<file path="src/rtl/csla_bec_pipe.sv">
// rtl/csla_bec_pipe.sv - pipelined parametrised carry-select adder/subtractor with BEC blocks
//
// Purpose: WIDTH-bit x +/- y with carry/borrow-in, built from BLK-bit carry-select
// blocks (block 0 plain RCA, the rest RCA(cin=0) + binary-to-excess-1 + mux). The
// block chain is split over STAGES register stages joined by an elastic
// valid/ready handshake.
//
// Ports:
//   clk, rst              clock (rising edge), asynchronous active-high reset
//   in_valid / in_ready   operand beat handshake (x, y, cin, sub)
//   x, y                  operands, WIDTH bits
//   cin                   carry-in (add) or borrow-in (sub)
//   sub                   0: s = x + y + cin, 1: s = x - y - cin
//   out_valid / out_ready result beat handshake (s, cout)
//   s                     result, WIDTH bits
//   cout                  carry-out (add) or NOT borrow (sub)
//   ovf                   signed overflow, present only when CSLA_OVF_EN is defined
//
// Optional feature macro: CSLA_OVF_EN
module csla_bec_pipe #(
  parameter int WIDTH  = 32,
  parameter int BLK    = 8,
  parameter int STAGES = 2
) (
  input  logic             clk,
  input  logic             rst,
  input  logic             in_valid,
  output logic             in_ready,
  input  logic [WIDTH-1:0] x,
  input  logic [WIDTH-1:0] y,
  input  logic             cin,
  input  logic             sub,
  output logic             out_valid,
  input  logic             out_ready,
  output logic [WIDTH-1:0] s,
  output logic             cout
`ifdef CSLA_OVF_EN
  ,
  output logic             ovf
`endif
);

  localparam int NB  = WIDTH / BLK;
  localparam int BPS = NB / STAGES;  // blocks handled per stage
  localparam int SW  = BPS * BLK;    // bits handled per stage

  // One carry-select block. The first block of the whole adder sees the real
  // carry-in; every other block precomputes both carry cases and selects.
  function automatic logic [BLK:0] cs_block(input logic [BLK-1:0] a,
                                            input logic [BLK-1:0] b,
                                            input logic           c,
                                            input logic           first);
    logic [BLK:0] r;
    logic [BLK:0] e;
    logic         run;
    r   = '0;
    e   = '0;
    run = 1'b0;
    if (first) begin
      r = {1'b0, a} + {1'b0, b} + {{BLK{1'b0}}, c};
      return r;
    end
    r    = {1'b0, a} + {1'b0, b};
    // BEC: e = r + 1, bit i flips when all lower bits of r are ones
    e[0] = ~r[0];
    run  = r[0];
    for (int i = 1; i <= BLK; i++) begin
      e[i] = r[i] ^ run;
      run  = run & r[i];
    end
    return c ? e : r;
  endfunction

  for (genvar j = 0; j < STAGES; j++) begin : g_st
    localparam int IW = WIDTH - j * SW;  // operand bits still unprocessed on entry
    localparam int DW = (j + 1) * SW;    // result bits finished on exit

    logic [IW-1:0] w_xi;
    logic [IW-1:0] w_bi;
    logic          w_ci;
    logic          w_vin;
    logic          w_adv;
    logic [SW-1:0] w_sum;
    logic          w_co;
    logic [BLK:0]  w_blk;
    logic          w_c;
    logic [DW-1:0] w_res_n;

    logic          r_v;
    logic [DW-1:0] r_res;
    logic          r_c;

    if (j == 0) begin : g_in
      // Subtraction is x + ~y + ~borrow; conditioning happens once, here.
      assign w_xi    = x;
      assign w_bi    = sub ? ~y : y;
      assign w_ci    = cin ^ sub;
      assign w_vin   = in_valid;
      assign w_res_n = w_sum;
    end else begin : g_mid
      assign w_xi    = g_st[j-1].g_fwd.r_x;
      assign w_bi    = g_st[j-1].g_fwd.r_b;
      assign w_ci    = g_st[j-1].r_c;
      assign w_vin   = g_st[j-1].r_v;
      assign w_res_n = {w_sum, g_st[j-1].r_res};
    end

    if (j == STAGES - 1) begin : g_last_adv
      assign w_adv = ~r_v | out_ready;
    end else begin : g_mid_adv
      assign w_adv = ~r_v | g_st[j+1].w_adv;
    end

    always_comb begin
      w_sum = '0;
      w_blk = '0;
      w_c   = w_ci;
      for (int bi = 0; bi < BPS; bi++) begin
        w_blk = cs_block(w_xi[bi*BLK +: BLK], w_bi[bi*BLK +: BLK], w_c,
                         (j == 0) && (bi == 0));
        w_sum[bi*BLK +: BLK] = w_blk[BLK-1:0];
        w_c   = w_blk[BLK];
      end
      w_co = w_c;
    end

    // Data only loads with a valid beat so a stalled or drained output holds.
    always_ff @(posedge clk or posedge rst) begin
      if (rst) begin
        r_v   <= 1'b0;
        r_res <= '0;
        r_c   <= 1'b0;
      end else if (w_adv) begin
        r_v <= w_vin;
        if (w_vin) begin
          r_res <= w_res_n;
          r_c   <= w_co;
        end
      end
    end

    if (j < STAGES - 1) begin : g_fwd
      logic [IW-SW-1:0] r_x;
      logic [IW-SW-1:0] r_b;
      always_ff @(posedge clk or posedge rst) begin
        if (rst) begin
          r_x <= '0;
          r_b <= '0;
        end else if (w_adv && w_vin) begin
          r_x <= w_xi[IW-1:SW];
          r_b <= w_bi[IW-1:SW];
        end
      end
    end

`ifdef CSLA_OVF_EN
    if (j == STAGES - 1) begin : g_ovf
      logic r_ovf;
      always_ff @(posedge clk or posedge rst) begin
        if (rst) begin
          r_ovf <= 1'b0;
        end else if (w_adv && w_vin) begin
          r_ovf <= (w_xi[IW-1] == w_bi[IW-1]) & (w_sum[SW-1] != w_xi[IW-1]);
        end
      end
    end
`endif
  end

  assign in_ready  = g_st[0].w_adv;
  assign out_valid = g_st[STAGES-1].r_v;
  assign s         = g_st[STAGES-1].r_res;
  assign cout      = g_st[STAGES-1].r_c;
`ifdef CSLA_OVF_EN
  assign ovf       = g_st[STAGES-1].g_ovf.r_ovf;
`endif

endmodule
</file>
<file path="config.mk">
export PLATFORM = sky130hd
export DESIGN_NAME = csla_bec_pipe
export DESIGN_NICKNAME = d
export VERILOG_FILES = /design/src/rtl/csla_bec_pipe.sv
export SDC_FILE = /design/constraint.sdc
export NUM_CORES = 1
export LEC_CHECK = 0
export ABC_AREA = 1
export CAP_MARGIN = 20
export CELL_PAD_IN_SITES_DETAIL_PLACEMENT = 0
export CELL_PAD_IN_SITES_GLOBAL_PLACEMENT = 1
export CORE_MARGIN = 4
export CORE_UTILIZATION = 35
export DETAILED_ROUTE_END_ITERATION = 8
export HOLD_SLACK_MARGIN = 0.06
export PLACE_DENSITY_LB_ADDON = 0.1
export SETUP_SLACK_MARGIN = 0.2
export SLEW_MARGIN = 25
export SYNTH_ARGS = -nofsm -noshare
export SYNTH_HDL_FRONTEND = slang
export SYNTH_SLANG_ARGS = --single-unit
</file>
<file path="constraint.sdc">
create_clock -name clk -period 6 [get_ports clk]
set_clock_uncertainty 0.05 [all_clocks]
set_input_delay 1.2 -clock clk [delete_from_list [all_inputs] [get_ports clk]]
set_output_delay 1.2 -clock clk [all_outputs]
set_load 0.05 [all_outputs]
</file>
# --- Word-level counts from Yosys, hierarchy flattened ---
# Index checks and enable logic that the tools add are counted.
word_totals:
  word_cells: 74
  regBits: 84
  out_inout_bits: 35
  input_bits: 70
classes:
  add_sub_neg: 5
  n_reduce_logical: 3
  n_mux: 4
  bitwise_logic: 54
op_table:
  columns: ["operator", "count"]
  rows:
  - ["8-bit by 8-bit adder with 9-bit output", 4]
  - ["32-bit 2-to-1 mux", 1]
  - ["32-bit NOT", 1]
  - ["9-bit 2-to-1 mux", 3]
  - ["1-bit bitwise XOR", 25]
  - ["1-bit AND", 21]
  - ["9-bit by 1-bit adder with 9-bit output", 1]
  - ["1-bit NOT", 5]
  - ["2-bit AND reduction", 2]
  - ["1-bit OR", 2]
  - ["1-bit logical AND", 1]

# --- Logic depth before layout (Yosys ltp) ---
depth:
  word_depth: 12
  mapped_depth: 20
  ltp_nobuf: 20

# --- Worst setup path after synthesis ---
# OpenSTA, ideal clock, no wires.
synth_timing:
  path_type: "input to register"
  start: "input sub"
  end: "register g_st[0].r_res[15]"
  arrival_ns: 4.105
  path_buffers: 2
  setup_time_ns: 0.065
  t_required_ns: 5.885
  slack_ns: 1.780
  stages: 18
  path_cell_list: "buf_2 -> buf_2 -> xor2_1 -> ha_1 -> inv_1 -> fa_1 -> inv_1 -> ha_1 -> ha_1 -> ha_1 -> ha_1 -> ha_1 -> ha_1 -> ha_1 -> inv_1 -> a21oi_1 -> nand2_1 -> nand2_1"
synth_via:
  elab_chain_len: 10
  elab_cells_between_ends: 13
  classes_between: "3 x add/sub; 2 x mux; 8 x bitwise"
synth_rtl:
  columns: ["element", "line", "rtl"]
  rows:
  - ["from (decl)", "32", "input logic sub,"]
  - ["32-bit 2-to-1 mux", "96", "assign w_bi = sub ? ~y : y;"]
  - ["8-bit by 8-bit adder with 9-bit output", "63", "r = {1'b0, a} + {1'b0, b};"]
  - ["1-bit AND (6 in a row)", "69", "run = run & r[i];"]
  - ["1-bit bitwise XOR", "68", "e[i] = r[i] ^ run;"]
  - ["9-bit 2-to-1 mux *", "71", "return c ? e : r;"]
  - ["to (signal assigned)", "136", "r_res <= w_res_n;"]
  - ["to (decl)", "90", "logic [DW-1:0] r_res;"]
# Every way passes the cells marked *; elsewhere a longest branch is shown, timed or not.
# A chain may end at the register's enable or synchronous reset.

# --- Final worst setup path ---
# Same ends and word-level chain as after synthesis.

==> results.sh <==
export IMPL_status="finished, final reports clean"
export IMPL_fmax_ghz=0.235
export IMPL_htreeDepth=3
export IMPL_place_hpwl_um=9460
export IMPL_gp_congestion=0.796
export IMPL_drcViolationCount=0
export IMPL_ys_warn_count=0
export IMPL_grt_setup_unrepaired="no"
export IMPL_ir_drop_uv=171
export IMPL_hold_path_end="s[5]"
export IMPL_startpoint="sub"
export IMPL_rr_worst_depth=17
export IMPL_clk_pin_slew_worst_paths_ps=70
export IMPL_r2r_start="g_st[0].g_fwd.r_x[0]"
export IMPL_final_common_cell="nand2_1"
export IMPL_endpoint_kind="register"
export IMPL_clock_sinks=84
export IMPL_antenna_found_initial=0
export IMPL_total_power_w=0.00278
export IMPL_cts_resized=0
export IMPL_cts_hold_buffers=0
export IMPL_maxCapViolations=0
export IMPL_reg2reg_setup_slack_ps=2590
export IMPL_wl_um=12600
export IMPL_worstPathArrival_ps=4440
export IMPL_finalMaxSlewViolations=0
export IMPL_crit_slowest_cell="fa_1"
export IMPL_vias_per_cell=4.62
export IMPL_ant_nets=0
export IMPL_syn_avg_cell_area_sq_um=7.87
export IMPL_start_kind="input port"
export IMPL_insertion_delay_ps=340
export IMPL_numPortBuffers=104
export IMPL_drt_iter0_drc=245
export IMPL_die_x_um=132
export IMPL_die_area_sq_um=17500
export IMPL_holdWs_ps=413
export IMPL_power_density_nw_per_um2=401
export IMPL_cts_tree="yes"
export IMPL_hp_start="g_st[0].r_res[5]"
export IMPL_relSlewSlack=0.351
export IMPL_worstHoldPathType="register to register"
export IMPL_setup_viol=0
export IMPL_crit_family="adder cells"
export IMPL_rows=45
export IMPL_worst_pin_slew_ps=973
export IMPL_critPathRequiredTime_ps=6180
export IMPL_p_leak_nw=3.55
export IMPL_diodes=0
export IMPL_grt_pass1_vias=4720
export IMPL_vias=4513
export IMPL_firstDrtPassIters=4
export IMPL_synth_seq_area_share=0.388
export IMPL_worst_path_max_fanout=18
export IMPL_crit_top_cell="ha_1"
export IMPL_final_cell_mix="nand2_1, clkdlybuf4s50_1, dfrtp_1, inv_1, ha_1"
export IMPL_synth_cell_type_count=29
export IMPL_grt_max_degree=72
export IMPL_fill_cells=1573
export IMPL_critPathKind="input port to register"
export IMPL_finalCriticalPeriod_ps=4260
export IMPL_worst_path_buf_inv=4
export IMPL_hold_viol_final=0
export IMPL_syn_nets=818
export IMPL_r2r_end="cout"
export IMPL_area_delta_synth_final_pct=27.7
export IMPL_cts_root_buf="clkbuf_16"
export IMPL_syn_cell_area_sq_um=5420
export IMPL_io_pins=105
export IMPL_ys_ff_latch=84
export IMPL_critical_path_cell_chain="buf_2 -> buf_4 -> xnor2_1 -> fa_1 -> inv_1 -> ha_1 -> ha_1 -> ha_1 -> ha_1 -> ha_1 -> ha_1 -> ha_1 -> inv_1 -> a21oi_1 -> nand2_1 -> nand2_1"
export IMPL_grt_pass1_wl_um=22300
export IMPL_fp_dieH_um=132
export IMPL_core_area_sq_um=15200
export IMPL_clk_path_buf_depth=2
export IMPL_cts_setup_buffers=0
export IMPL_drive_gt1_frac=0.0406
export IMPL_finalNetCount=913
export IMPL_holdPathStages=2
export IMPL_max_stage_delay_ps=520
export IMPL_grt_usage=0.153
export IMPL_finalSetupTns_ps=0
export IMPL_numCtsBuffers=9
export IMPL_synthCells=689
export IMPL_wl_per_cell_um=12.9
export IMPL_grt_ovfl_total=0
export IMPL_fin_crit_sh=0.710
export IMPL_initial_core_util=0.357
-- registers in the layout, indices dropped and copies added, names as in the netlist --
name	count
g_st.g_fwd.r_b	16
g_st.r_v	1
s	32
cout	1
g_st.r_res	16
g_st.g_fwd.r_x	16
out_valid	1
g_st.r_c	1
-- kinds of logic after synthesis --
kind of cell | synth area share
xor gates and xnor gates | 0.0776
DFF | 0.388
and+or+nand+nor | 0.241
AOI/OAI and AO/OA | 0.0822
buffers and inverters | 0.0688
adders and majority gates | 0.143
-- per-layer routing --
layer,vias up,routed length [um],GRT usage
met1,2047,6010,0.196
met5,-,0,0
li1,2377,-,-
met3,17,371,0.0270
met2,72,6060,0.264
met4,0,206,0.0485
-- cell type report --
type                            count  area (sq um)  share of cell area
Multi-Input combinational cell    516          2950               0.426
Sequential cell                    84          2100               0.304
Timing Repair Buffer              108          1070               0.154
Inverter                           65           249              0.0360
Tap cell                          188           235              0.0340
Clock buffer                        9           225              0.0325
Clock inverter                      7          98.8              0.0143
-- worst reg2reg max path, stage by stage (launching register included) --
cell and delay (ps):
dfrtp_1 380, ha_1 220, fa_1 460, ha_1 200, ha_1 200, ha_1 190, ha_1 200, ha_1 210
ha_1 200, ha_1 180, nand2_1 90, nand3_1 100, nand2_2 220, inv_1 150, nand2_1 80, nand2_1 50
nand2_1 60, nand2_1 60
-- stage by stage --
stage / cell area, sq um / setup slack (ps) / std cells / utilization
6_report: 6920 / 1740 / 977 / 0.455
5_1_grt: 6920 / 1510 / 977 / 0.455
4_1_cts: 6920 / 1720 / 977 / 0.455
3_5_place_dp: 6600 / 1350 / 961 / 0.434
3_3_place_gp: 6600 / 1420 / 961 / 0.434
2_1_floorplan: 5420 / 1780 / 689 / -
-- synthesized netlist by cell type (all sizes together) --
| library cell | instances | share of area |
|---|---|---|
| a21oi | 30 | 0.028 |
| and2 | 1 | 0.0012 |
| xor2 | 24 | 0.039 |
| fa | 5 | 0.018 |
| ha | 54 | 0.12 |
| nand3 | 27 | 0.027 |
| o21a | 2 | 0.0028 |
| dfrtp | 84 | 0.39 |
| o22ai | 1 | 0.0012 |
| nor2 | 28 | 0.019 |
| o21bai | 3 | 0.0042 |
| a21o | 1 | 0.0014 |
| clkbuf | 6 | 0.0042 |
| nand4 | 5 | 0.0058 |
| nand2 | 262 | 0.18 |
| inv | 65 | 0.045 |
| a31oi | 5 | 0.0058 |
| nand3b | 3 | 0.0042 |
| xnor2 | 24 | 0.039 |
| o21ai | 41 | 0.039 |
| buf | 18 | 0.020 |
-- worst max-delay path by stage --
stage                        end  slack [ps]  cells after the start
2_1_floorplan  g_st[0].r_res[15]        1780                     18
3_3_place_gp   g_st[0].r_res[15]        1420                     16
3_5_place_dp   g_st[0].r_res[15]        1350                     16
4_1_cts        g_st[0].r_res[15]        1720                     16
5_1_grt        g_st[0].r_res[15]        1510                     16
6_report       g_st[0].r_res[15]        1740                     16
-- report_power, final --
group / switching, W / internal [W] / total, W
Clock: 0.000244 / 0.000368 / 0.000612
Combinational: 0.000845 / 0.000480 / 0.00133
Sequential: 0.000104 / 0.000737 / 0.000841
(Power assumes the default switching activity.)
